**src/rtl/pipe_hazard_unit.sv**
```systemverilog
`default_nettype none
// ============================================================================
// pipe_hazard_unit: load-use stall, redirect flush, memory freeze and EX
// operand forwarding control from a shadow of the post-ID pipeline.  Rev 1.0
// ============================================================================
module pipe_hazard_unit #(
  parameter int PIPE_DEPTH = 3,
  parameter int LOAD_READY = 3,
  parameter int REG_AW     = 5,
  parameter int CNT_W      = 16,
  localparam int FW        = $clog2(PIPE_DEPTH + 2)
) (
  input  logic              clk,
  input  logic              reset,
  input  logic              id_valid,
  input  logic [REG_AW-1:0] id_rs1,
  input  logic [REG_AW-1:0] id_rs2,
  input  logic              id_use_rs1,
  input  logic              id_use_rs2,
  input  logic [REG_AW-1:0] id_rd,
  input  logic              id_regwrite,
  input  logic              id_memread,
  input  logic              ex_redirect,
  input  logic              mem_busy,
  output logic              stall,
  output logic              bubble,
  output logic              flush_ifid,
  output logic              freeze,
  output logic [FW-1:0]     fwd_a_sel,
  output logic [FW-1:0]     fwd_b_sel,
  output logic [CNT_W-1:0]  stall_cnt,
  output logic [CNT_W-1:0]  flush_cnt
);

  // Entry N is the instruction that wrote the RF last cycle (RF write/read race).
  localparam int N = PIPE_DEPTH + 1;

  logic [N:1]        r_valid;
  logic [N:1]        r_rw;
  logic [N:1]        r_mr;
  logic [REG_AW-1:0] r_rd [1:N];
  logic [REG_AW-1:0] r_rs1;
  logic [REG_AW-1:0] r_rs2;
  logic              r_use1;
  logic              r_use2;
  logic              w_hazard;

  function automatic logic prod_match(input int k, input logic [REG_AW-1:0] rs,
                                      input logic use_rs);
    return r_valid[k] & r_rw[k] & (r_rd[k] != '0) & use_rs & (r_rd[k] == rs);
  endfunction

  // Only loads too young to forward even after one more cycle force a stall.
  always_comb begin
    w_hazard = 1'b0;
    for (int k = 1; k <= LOAD_READY - 2; k++) begin
      if (r_mr[k] && (prod_match(k, id_rs1, id_use_rs1) ||
                      prod_match(k, id_rs2, id_use_rs2)))
        w_hazard = 1'b1;
    end
    w_hazard = w_hazard & id_valid;
  end

  assign freeze     = mem_busy;
  assign flush_ifid = ex_redirect & ~mem_busy;
  assign stall      = w_hazard & ~ex_redirect & ~mem_busy;
  assign bubble     = (w_hazard | ex_redirect) & ~mem_busy;

  // Walk oldest to youngest so the youngest matching producer wins.
  always_comb begin
    fwd_a_sel = '0;
    fwd_b_sel = '0;
    for (int k = N; k >= 2; k--) begin
      if (prod_match(k, r_rs1, r_use1))
        fwd_a_sel = (r_mr[k] && k < LOAD_READY) ? FW'(0) : FW'(k);
      if (prod_match(k, r_rs2, r_use2))
        fwd_b_sel = (r_mr[k] && k < LOAD_READY) ? FW'(0) : FW'(k);
    end
    if (!r_valid[1]) begin
      fwd_a_sel = '0;
      fwd_b_sel = '0;
    end
  end

  always_ff @(posedge clk) begin
    if (reset) begin
      r_valid   <= '0;
      r_rw      <= '0;
      r_mr      <= '0;
      r_rs1     <= '0;
      r_rs2     <= '0;
      r_use1    <= 1'b0;
      r_use2    <= 1'b0;
      stall_cnt <= '0;
      flush_cnt <= '0;
      for (int k = 1; k <= N; k++) r_rd[k] <= '0;
    end else begin
      if (!mem_busy) begin
        for (int k = N; k >= 2; k--) begin
          r_valid[k] <= r_valid[k-1];
          r_rw[k]    <= r_rw[k-1];
          r_mr[k]    <= r_mr[k-1];
          r_rd[k]    <= r_rd[k-1];
        end
        r_valid[1] <= id_valid & ~bubble;
        r_rw[1]    <= id_regwrite;
        r_mr[1]    <= id_memread;
        r_rd[1]    <= id_rd;
        r_rs1      <= id_rs1;
        r_rs2      <= id_rs2;
        r_use1     <= id_use_rs1;
        r_use2     <= id_use_rs2;
      end
      if (stall && stall_cnt != '1)
        stall_cnt <= stall_cnt + CNT_W'(1);
      if (flush_ifid && flush_cnt != '1)
        flush_cnt <= flush_cnt + CNT_W'(1);
    end
  end

endmodule
`default_nettype wire
```
**config.mk**
```make
export PLATFORM = sky130hd
export DESIGN_NAME = pipe_hazard_unit
export DESIGN_NICKNAME = d
export VERILOG_FILES = /design/src/rtl/pipe_hazard_unit.sv
export SDC_FILE = /design/constraint.sdc
export NUM_CORES = 1
export LEC_CHECK = 0
export CAP_MARGIN = 15
export CORE_MARGIN = 3
export CORE_UTILIZATION = 57
export DETAILED_ROUTE_END_ITERATION = 12
export PLACE_DENSITY = 0.85
export SLEW_MARGIN = 20
export SYNTH_ARGS = -nofsm -noshare
export SYNTH_HDL_FRONTEND = slang
export SYNTH_SLANG_ARGS = --single-unit
```
**constraint.sdc**
```tcl
create_clock -name clk -period 5.81 [get_ports clk]
set_input_delay 0.8715 -clock clk [delete_from_list [all_inputs] [get_ports clk]]
set_output_delay 0.8715 -clock clk [all_outputs]
set_load 0.03 [all_outputs]
```
Word-level counts from Yosys, hierarchy flattened
Memory sizes are Yosys's and may differ from the RTL's.
Cells that the tools add are included.
- register bits after elaboration: 54
- bits in writable memories: 20
- bits of input ports: 24
- output and inout bits: 42
- word-level logic and storage cells: 87
- memories kept: 1
- memory list (name ; words ; width ; rd ports ; clocked after memory_dff ; wr ports ; RTL line ; RTL):
    r_rd ; 4 ; 5 ; 4 ; 0 ; 4 ; 41 ; logic [REG_AW-1:0] r_rd [1:N];
- $add $sub $neg: 2
- equal/unequal tests: 10
- mux-type cells: 19
- bitwise logic cells: 38
- reduce and logical (&&, ||, !) cells: 8
- operator list (operator ; number):
    equality test 5 bit ; 8
    adder 16 x 1 -> 16 bit, second input constant ; 2
    != test 16 bit, second input constant ; 2
    bitwise AND 1 bit ; 30
    two-way mux 3 bit ; 8
    two-way mux 5 bit ; 4
    nonzero test 5 bit ; 4
    two-way mux 1 bit ; 6
    bitwise OR 1 bit ; 5
    logical AND 1 bit ; 3
    inverter 1 bit ; 3
    two-way mux 2 bit ; 1
    logical OR 1 bit ; 1

Depth between registers and ports, before layout
Gate-level depths: netlist of run 1.
- word-level depth: 12
- depth in mapped cells: 8
- gate-level depth less buffers: 6

Least setup slack after synthesis of run 1
No wires, ideal clock.
- kind: reg2out
- from: reg, netlist name r_rd[0][11]
- to: out fwd_b_sel[2]
- arrival: 2366 ps
- data required time: 4939 ps
- setup slack: 2572 ps
- stages on the path, launching flop included: 5
- path buffers: 0
- cells stage by stage: edfxtp_1 > or4_1 > o211ai_1 > nor3_1 > nor4b_1
- RTL lines (what ; RTL line ; RTL):
    end: declaration ; 30 ; output logic [FW-1:0] fwd_b_sel,

Worst setup path in the final report of run 1
- from: in id_rs1[3]
- to: out stall
- longest elaborated chain between the ends: 8
- ends and longest elaborated chain (what ; RTL line ; RTL):
    start: declaration ; 16 ; input logic [REG_AW-1:0] id_rs1,
    equality test 5 bit ; 50 ; return r_valid[k] & r_rw[k] & (r_rd[k] != '0) & use_rs & (r_rd[k] == rs);
    bitwise AND 1 bit ; 50 ;
    logical OR 1 bit ; 57 ; if (r_mr[k] && (prod_match(k, id_rs1, id_use_rs1) ||
    logical AND 1 bit ; 57 ;
    two-way mux 1 bit ; 57 ;
    bitwise AND 1 bit ; 61 ; w_hazard = w_hazard & id_valid;
    bitwise AND 1 bit (2 in a row) ; 66 ; assign stall = w_hazard & ~ex_redirect & ~mem_busy;
    end: declaration ; 25 ; output logic stall,
Every way passes these cells.

==> results.md, run 1 <==
- Status: complete, no violations
- Layout Utilization: around 70%
- Area growth, synth to finish: 21.52%
- Most instantiated library cell after synthesis: dfxtp_1
- Layout cells sized above 1: 5.677%
- Fin crit share: 68.38%
- Top area cells in the synthesized netlist: dfxtp_1 (28%), edfxtp_1 (16%), mux2i_1 (6.3%)
- First-pass GRT wire length: 14520 µm
- Hold Crit Class: reg2reg
- Avg Cell Area, Syn: a little under 10 µm²
- Final max-slew violation count: 0
- Compound-Gate Fraction of Synth Area: under 10%
- Placed cell count: 519
- Later-pin clock latency in the skew report: 0.35 ns
- Seq cells post-synth: 74
- # setup viols final: 0
- Core area: 0.006422 mm²
- Yosys warns: 0
- Max Freq: 0.2517 GHz
- Fin crit period: between 3 and 4 ns
- Mapped Cells: 394
- Drt via density: 5.953
- Die area: 0.007697 mm²
- Nets: ~480
- Total gr overflow: 0
- Clock Path Buffers: 2
- Largest family of logic cells by synthesized area: simple AND/OR/NAND/NOR gates
- Reg clk slew, reported paths: 0.07 ns
- Reg2Reg Setup Slack: approximately 3.5 ns
- Initial antenna violation count: 0
- Post-synthesis sequential area ratio: between 40% and 50%
- Vias in the first global route: 2974
- Worst EP arrival: around 3.1 ns
- Slew HR: 41.37%
- Syn Nets: 420
- Cell taking the most area after synthesis: dfxtp_1
- Setup CP Type: in2out
- FFs w/ async S/R, synth: 0%
- Largest net degree at the start of global routing: 60
- Router iterations before antenna repair: 5
- Peak VDD IR: about 0.14 mV
- Routed WL per cell: 16.68 µm
- Die span in x: ~88 µm
- Pwr Density: 219.4 mW/mm²
- RSZ-0062 raised after global routing: false
- CP endpoint kind: output port
- Distinct cells, synth: 48
- Routed Wire Length: between 8000 and 9000 µm
- Sink Count: 74
- CTS root buffer: clkbuf_8
- Max Clock Skew: 0.01120 ns
- Most frequent cells after synthesis: dfxtp_1 (54), nor2_1 (44), xnor2_1 (26), mux2i_1 (24), xor2_1 (24)
- CTS tree: yes
- Max Cap Viol: 0
- Post-synth EDFFs: 20
- Syn Std Cell Area: around 0.0038 mm²
- Cts hold-fix bufs: 0
- Slew @ Worst Pin: 0.8794 ns
- Non-filler cells, final: between 500 and 600
- Sum of negative setup slack: 0 ns
- Vias: 3185
- Multi-input gate area: around 0.002 mm²
- Cts repair resizes: 0
- Worst setup SP type: primary input
- CP max FO: 29
- Port bufs: 65
- Main synth FF type: dfxtp_1
- Mux cell area share after synthesis: about 7.3%
- Synth top area share: roughly 28%
- # H-tree levels: 3
- GPL Wtd Cong: approximately 0.87
- Overall Global Routing Usage: about a quarter
- Final hold vios: 0
- Routed Antenna Nets: 0
- Total setup buffers inserted after CTS: 0
- P_leak: between 1.5 and 2 nW
- Die H: between 80 and 90 µm
- Required time worst endpoint: roughly 5 ns
- Inserted Diodes: 0
- Io pins: 66
- Initial drt markers: roughly 210
- Synth Area in Adders: less than 1%
- Starting Density: about 59%
- Dpl hpwl: 6378 µm
- Simple-Gate Fraction of Synth Area: about a quarter
- Xor and xnor area share after synthesis: ~12%
- Residual DRC: 0
- Sequential cell area: ~0.0017 mm²
- Num CTS Buffers: 9
- Row count: 29
- Fill cells: between 500 and 600
through the flow:
stage	hold slack, ns	setup WS (ns)	power (mW)	area, µm²
floorplan	0.4644	2.572	0.6475	3807
global placement	0.4769	1.893	0.6841	4462
detailed placement	0.4944	1.831	0.6896	4462
CTS	0.5023	1.829	1.023	4624
global route	0.5427	1.688	1.058	4627
finish	0.5005	1.837	1.015	4627
layout by cell type (no fill, tap or decap), types with 2 or more instances in the layout:
cell type | Yosys | routed
inv_1 | 8 | 8
a21oi_1 | 19 | 19
nor3_1 | 4 | 4
and4_1 | 4 | 4
buf_4 | 2 | 2
ha_1 | 2 | 2
edfxtp_1 | 20 | 20
clkdlybuf4s50_1 | 0 | 64
and2_1 | 22 | 22
o31ai_1 | 12 | 12
and3_1 | 5 | 5
clkinv_2 | 0 | 3
nor2_1 | 44 | 43
dfxtp_1 | 54 | 54
mux2_1 | 2 | 2
o211ai_1 | 5 | 5
nor4_1 | 9 | 9
xnor2_1 | 26 | 26
nand4_1 | 17 | 17
nor2b_1 | 5 | 5
o21ai_0 | 4 | 4
clkbuf_8 | 0 | 9
xor2_1 | 24 | 24
or3_1 | 4 | 4
mux2i_1 | 24 | 24
nand2_1 | 15 | 15
or4_1 | 14 | 14
o2111ai_1 | 2 | 2
nand3_1 | 12 | 12
power by group:
| part | switching (mW) | total (mW) | internal (mW) | leakage (nW) |
|---|---|---|---|---|
| Sequential | 0.0258 | 0.573 | 0.548 | 0.658 |
| Combinational | 0.0532 | 0.106 | 0.0524 | 0.929 |
| Clock | 0.184 | 0.336 | 0.152 | 0.0835 |
| Total | 0.263 | 1.01 | 0.752 | 1.67 |
layout make-up:
| type | instances | area share, % |
|---|---|---|
| clock buffers | 10 | 2.758 |
| clock inverters | 6 | 0.7572 |
| inverters | 8 | 0.6490 |
| multi-input cells | 293 | 43.13 |
| flip-flops and latches | 74 | 36.34 |
| well taps | 77 | 2.082 |
| repair buffers | 67 | 14.28 |
state kept, by name (all words and copies together) (netlist names):
| signal | count |
|---|---|
| r_valid | 4 |
| stall_cnt | 16 |
| flush_cnt | 16 |
| r_use1 | 1 |
| r_rs2 | 5 |
| r_rw | 4 |
| r_use2 | 1 |
| r_rd | 20 |
| r_mr | 2 |
| r_rs1 | 5 |
path summary, 6_finish.rpt:
check                      from             to  cells past startpoint
hold / removal    stall_cnt[15]  stall_cnt[15]                      2
setup reg to reg     r_rd[0][6]   stall_cnt[9]                      5
setup / recovery      id_rs1[3]          stall                      6
hold reg to reg   stall_cnt[15]  stall_cnt[15]                      2
layer usage:
metal / vias to the layer above / global-route usage, % / share of wire, %
li1: 1548 / - / -
met1: 1512 / 32.92 / 45
met2: 113 / 38.70 / 48
met3: 12 / 4.610 / 5.5
met4: 0 / 9.205 / 1.2
met5: - / 0 / 0
worst max-delay path, cell delays in order:
cell             delay (ns)
clkdlybuf4s50_1        0.51
xnor2_1                0.13
nand4_1                0.14
o22a_1                 0.53
nor2_1                 0.21
clkdlybuf4s50_1        0.69
cells by family after synthesis:
| family | Yosys count |
|---|---|
| AND/OR/NAND/NOR | 164 |
| flip-flops | 74 |
| AO/OA/AOI/OAI | 50 |
| XOR/XNOR | 50 |
| buffers and inverters | 27 |
| multiplexers | 27 |
| adder cells (fa/ha/maj) | 2 |
(Power assumes the default switching activity.)
==> inputs of run 2 (changes only) <==
Settings changed: CORE_UTILIZATION 57 to 48, PLACE_DENSITY 0.85 to 0.76.
Clock period 5.81 ns to 3.6 ns, I/O delays scaled along.
==> run 2 against run 1 <==
Die area up 17%. First-iteration DRC count up 6.1%. Sequential cell count did not move. Non-clock buffer count rose by 1. Setup slack worse by 1.7 ns. Critical path type is now reg2out. Critical endpoint is now fwd_a_sel[2]. Largest cell class unchanged. Highest routed layer is now met5.
==> results.md, run 2 (synthesized netlist as in run 1, its figures left out) <==
- Max Clock Skew: 0.01142 ns (+0.0002208 ns)
- CP endpoint kind: output port
- Port bufs: 65 (unchanged)
- Routed Antenna Nets: 0 (unchanged)
- R2R depth: 5 (unchanged)
- Core area: 0.007486 mm² (+17%)
- Most flop-heavy register: r_rd
- Worst setup SP type: register
- WHS Path Cells: 2 (unchanged)
- Status: complete, no violations
- Total gr overflow: 0 (unchanged)
- Sequential cell area: 0.001682 mm² (unchanged)
- Slew HR: 42.89% (+1.5 points)
- Reg2Reg Setup Slack: 1.32 ns (-2.21 ns)
- Slew @ Worst Pin: 0.8567 ns (-0.02276 ns)
- Required time worst endpoint: 3.06 ns (-1.88 ns)
- RSZ-0062 raised after global routing: false
- Num CTS Buffers: 9 (unchanged)
- Routed WL per cell: 16.26 µm (-2.5%)
- Starting Density: 50.86% (-8.4 points)
- Drt via density: 5.655 (-5.0%)
- Critical path, cell by cell: or4_1 -> o211ai_1 -> nor3_1 -> nor4_1 -> clkdlybuf4s50_1
- GPL Wtd Cong: 0.9379 (+7.5%)
- Total setup buffers inserted after CTS: 0 (unchanged)
- Largest net degree at the start of global routing: 51 (-15%)
- Routed Wire Length: 9057 µm (+1.5%)
- Reg clk slew, reported paths: 0.08 ns (about the same)
- Largest delay share family, worst path: simple AND/OR/NAND/NOR gates
- Dpl hpwl: 6583 µm (+3.2%)
- Most frequent cells in the layout: clkdlybuf4s50_1 (62), dfxtp_1 (54), nor2_1 (44)
- Io pins: 66 (unchanged)
- First-pass GRT wire length: 14840 µm (+2.1%)
- Most common cell after layout, fill and taps aside: clkdlybuf4s50_1
- Critical Path Max Stage Delay: 0.73 ns (+0.04 ns)
- Hold Crit Class: reg2reg
- Fin crit share: 94.93%
- Hold endpoint: flush_cnt[9]
- Inserted Diodes: 0 (unchanged)
- Nets: 480 (+0.21%)
- Initial drt markers: 227 (+6.1%)
- Fill cells: 626 (+20%)
- Max FFs per register: 20 (unchanged)
- Worst EP arrival: 2.88 ns (-0.22 ns)
- Vias in the first global route: 2980 (+0.20%)
- Non-filler cells, final: 557 (+4.1%)
- Sink Count: 74 (unchanged)
- Router iterations before antenna repair: 4 (-1)
- Die span in x: 95.06 µm (+8.4%)
- CP bufs+invs: 1 (-1)
- CTS tree: yes
- Residual DRC: 0 (unchanged)
- Later-pin clock latency in the skew report: 0.34 ns (about the same)
- Max Cap Viol: 0 (unchanged)
- Final max-slew violation count: 0 (unchanged)
- Peak VDD IR: 0.1937 mV (+43%)
- Area growth, synth to finish: 22.02%
- Cts repair resizes: 0 (unchanged)
- Fin crit period: between 3 and 4 ns
- CP max-delay cell: clkdlybuf4s50_1
- # H-tree levels: 3 (unchanged)
- Placed cell count: 542 (+4.4%)
- # setup viols final: 0 (unchanged)
- CP max FO: 4 (-86%)
- Clock Path Buffers: 2 (unchanged)
- P_leak: 1.677 nW (+0.33%)
- Die area: 0.009036 mm² (+17%)
- CTS root buffer: clkbuf_8
- Worst hold start: flush_cnt[9]
- Vias: 3150 (-1.1%)
- Overall Global Routing Usage: 21.06% (-3.3 points)
- Setup CP Type: reg2out
- Worst reg2reg startpoint: r_rd[0][8]
- Final hold vios: 0 (unchanged)
- Multi-input gate area: 0.001993 mm² (-0.13%)
- R2R Path End: stall_cnt[9]
- Layout cells sized above 1: 5.677% (unchanged)
- Initial antenna violation count: 1 (+1)
- Cts hold-fix bufs: 0 (unchanged)
- Row count: 31 (+6.9%)
- Top Registers: r_rd (20), flush_cnt (16), stall_cnt (16)
- Pwr Density: 351.2 mW/mm² (+60%)
- Max Freq: 0.2926 GHz
- Sum of negative setup slack: 0 ns (unchanged)
- Die H: 95.06 µm (+8.4%)
## run 2: changes by cell type in the layout (fill, tap and decap cells not counted), sizes merged
| cell | previous run | this run |
|---|---|---|
| buf | 3 | 6 |
| clkbuf | 10 | 12 |
| clkdlybuf4s50 | 64 | 62 |
| clkinv | 5 | 3 |
| clkinvlp | 1 | 0 |
## run 2: layer usage
layer  wire length (µm)  vias up  global-route usage (%)
met5                 13        -                       0
met4                 82        2                   6.250
met3                483        9                   4.341
met2               4294       85                   32.30
met1               4182     1508                   29.94
li1                   -     1546                       -
## run 2: worst max-delay path by stage
stage	startpoint	to	slack [ns]	cells past startpoint
after detailed placement	id_rs2[1]	bubble	0.52	7
after global routing	r_rd[0][13]	fwd_b_sel[2]	0.03	5
after CTS	r_rd[0][13]	fwd_a_sel[2]	0.18	5
after global placement	id_rs2[0]	bubble	0.54	7
after floorplan	r_rd[0][11]	fwd_b_sel[2]	0.69	4
final	r_rd[0][12]	fwd_a_sel[2]	0.18	5
## run 2: cell type report
class / count / share of cell area, %
Clock buffer: 12 / 2.909
Timing Repair Buffer: 68 / 14.27
Sequential cell: 74 / 36.20
Clock inverter: 3 / 0.4040
Tap cell: 99 / 2.666
Multi-Input combinational cell: 293 / 42.90
Inverter: 8 / 0.6464
## run 2: tightest hold or removal path: stages, from the launching register on
cell and delay, ns:
dfxtp_1 0.33, o31ai_1 0.07, a21oi_1 0.05
## run 2: per-stage QoR
step	setup slack (ns)	utilization (%)	power [mW]	cell area, µm²	hold WS, ns
finish	0.1826	62.06	1.631	4646	0.5002
global route	0.03346	62.06	1.700	4646	0.5114
CTS	0.1758	62.06	1.641	4646	0.4959
detailed placement	0.5175	60.00	1.113	4492	0.4899
global placement	0.5418	60.00	1.108	4492	0.4781
floorplan	0.6938	-	1.045	3807	0.4644
## run 2: power breakdown
part	internal, mW	total, mW	switching [mW]
combinational	0.0849	0.170	0.0849
clock	0.246	0.536	0.290
sequential	0.884	0.925	0.0413
==> inputs of run 3 (changes only) <==
Settings changed: SKIP_CTS_REPAIR_TIMING from default to 1.
==> results of run 3 <==
No change in the layout: final DEF, timing and power equal those of run 2.
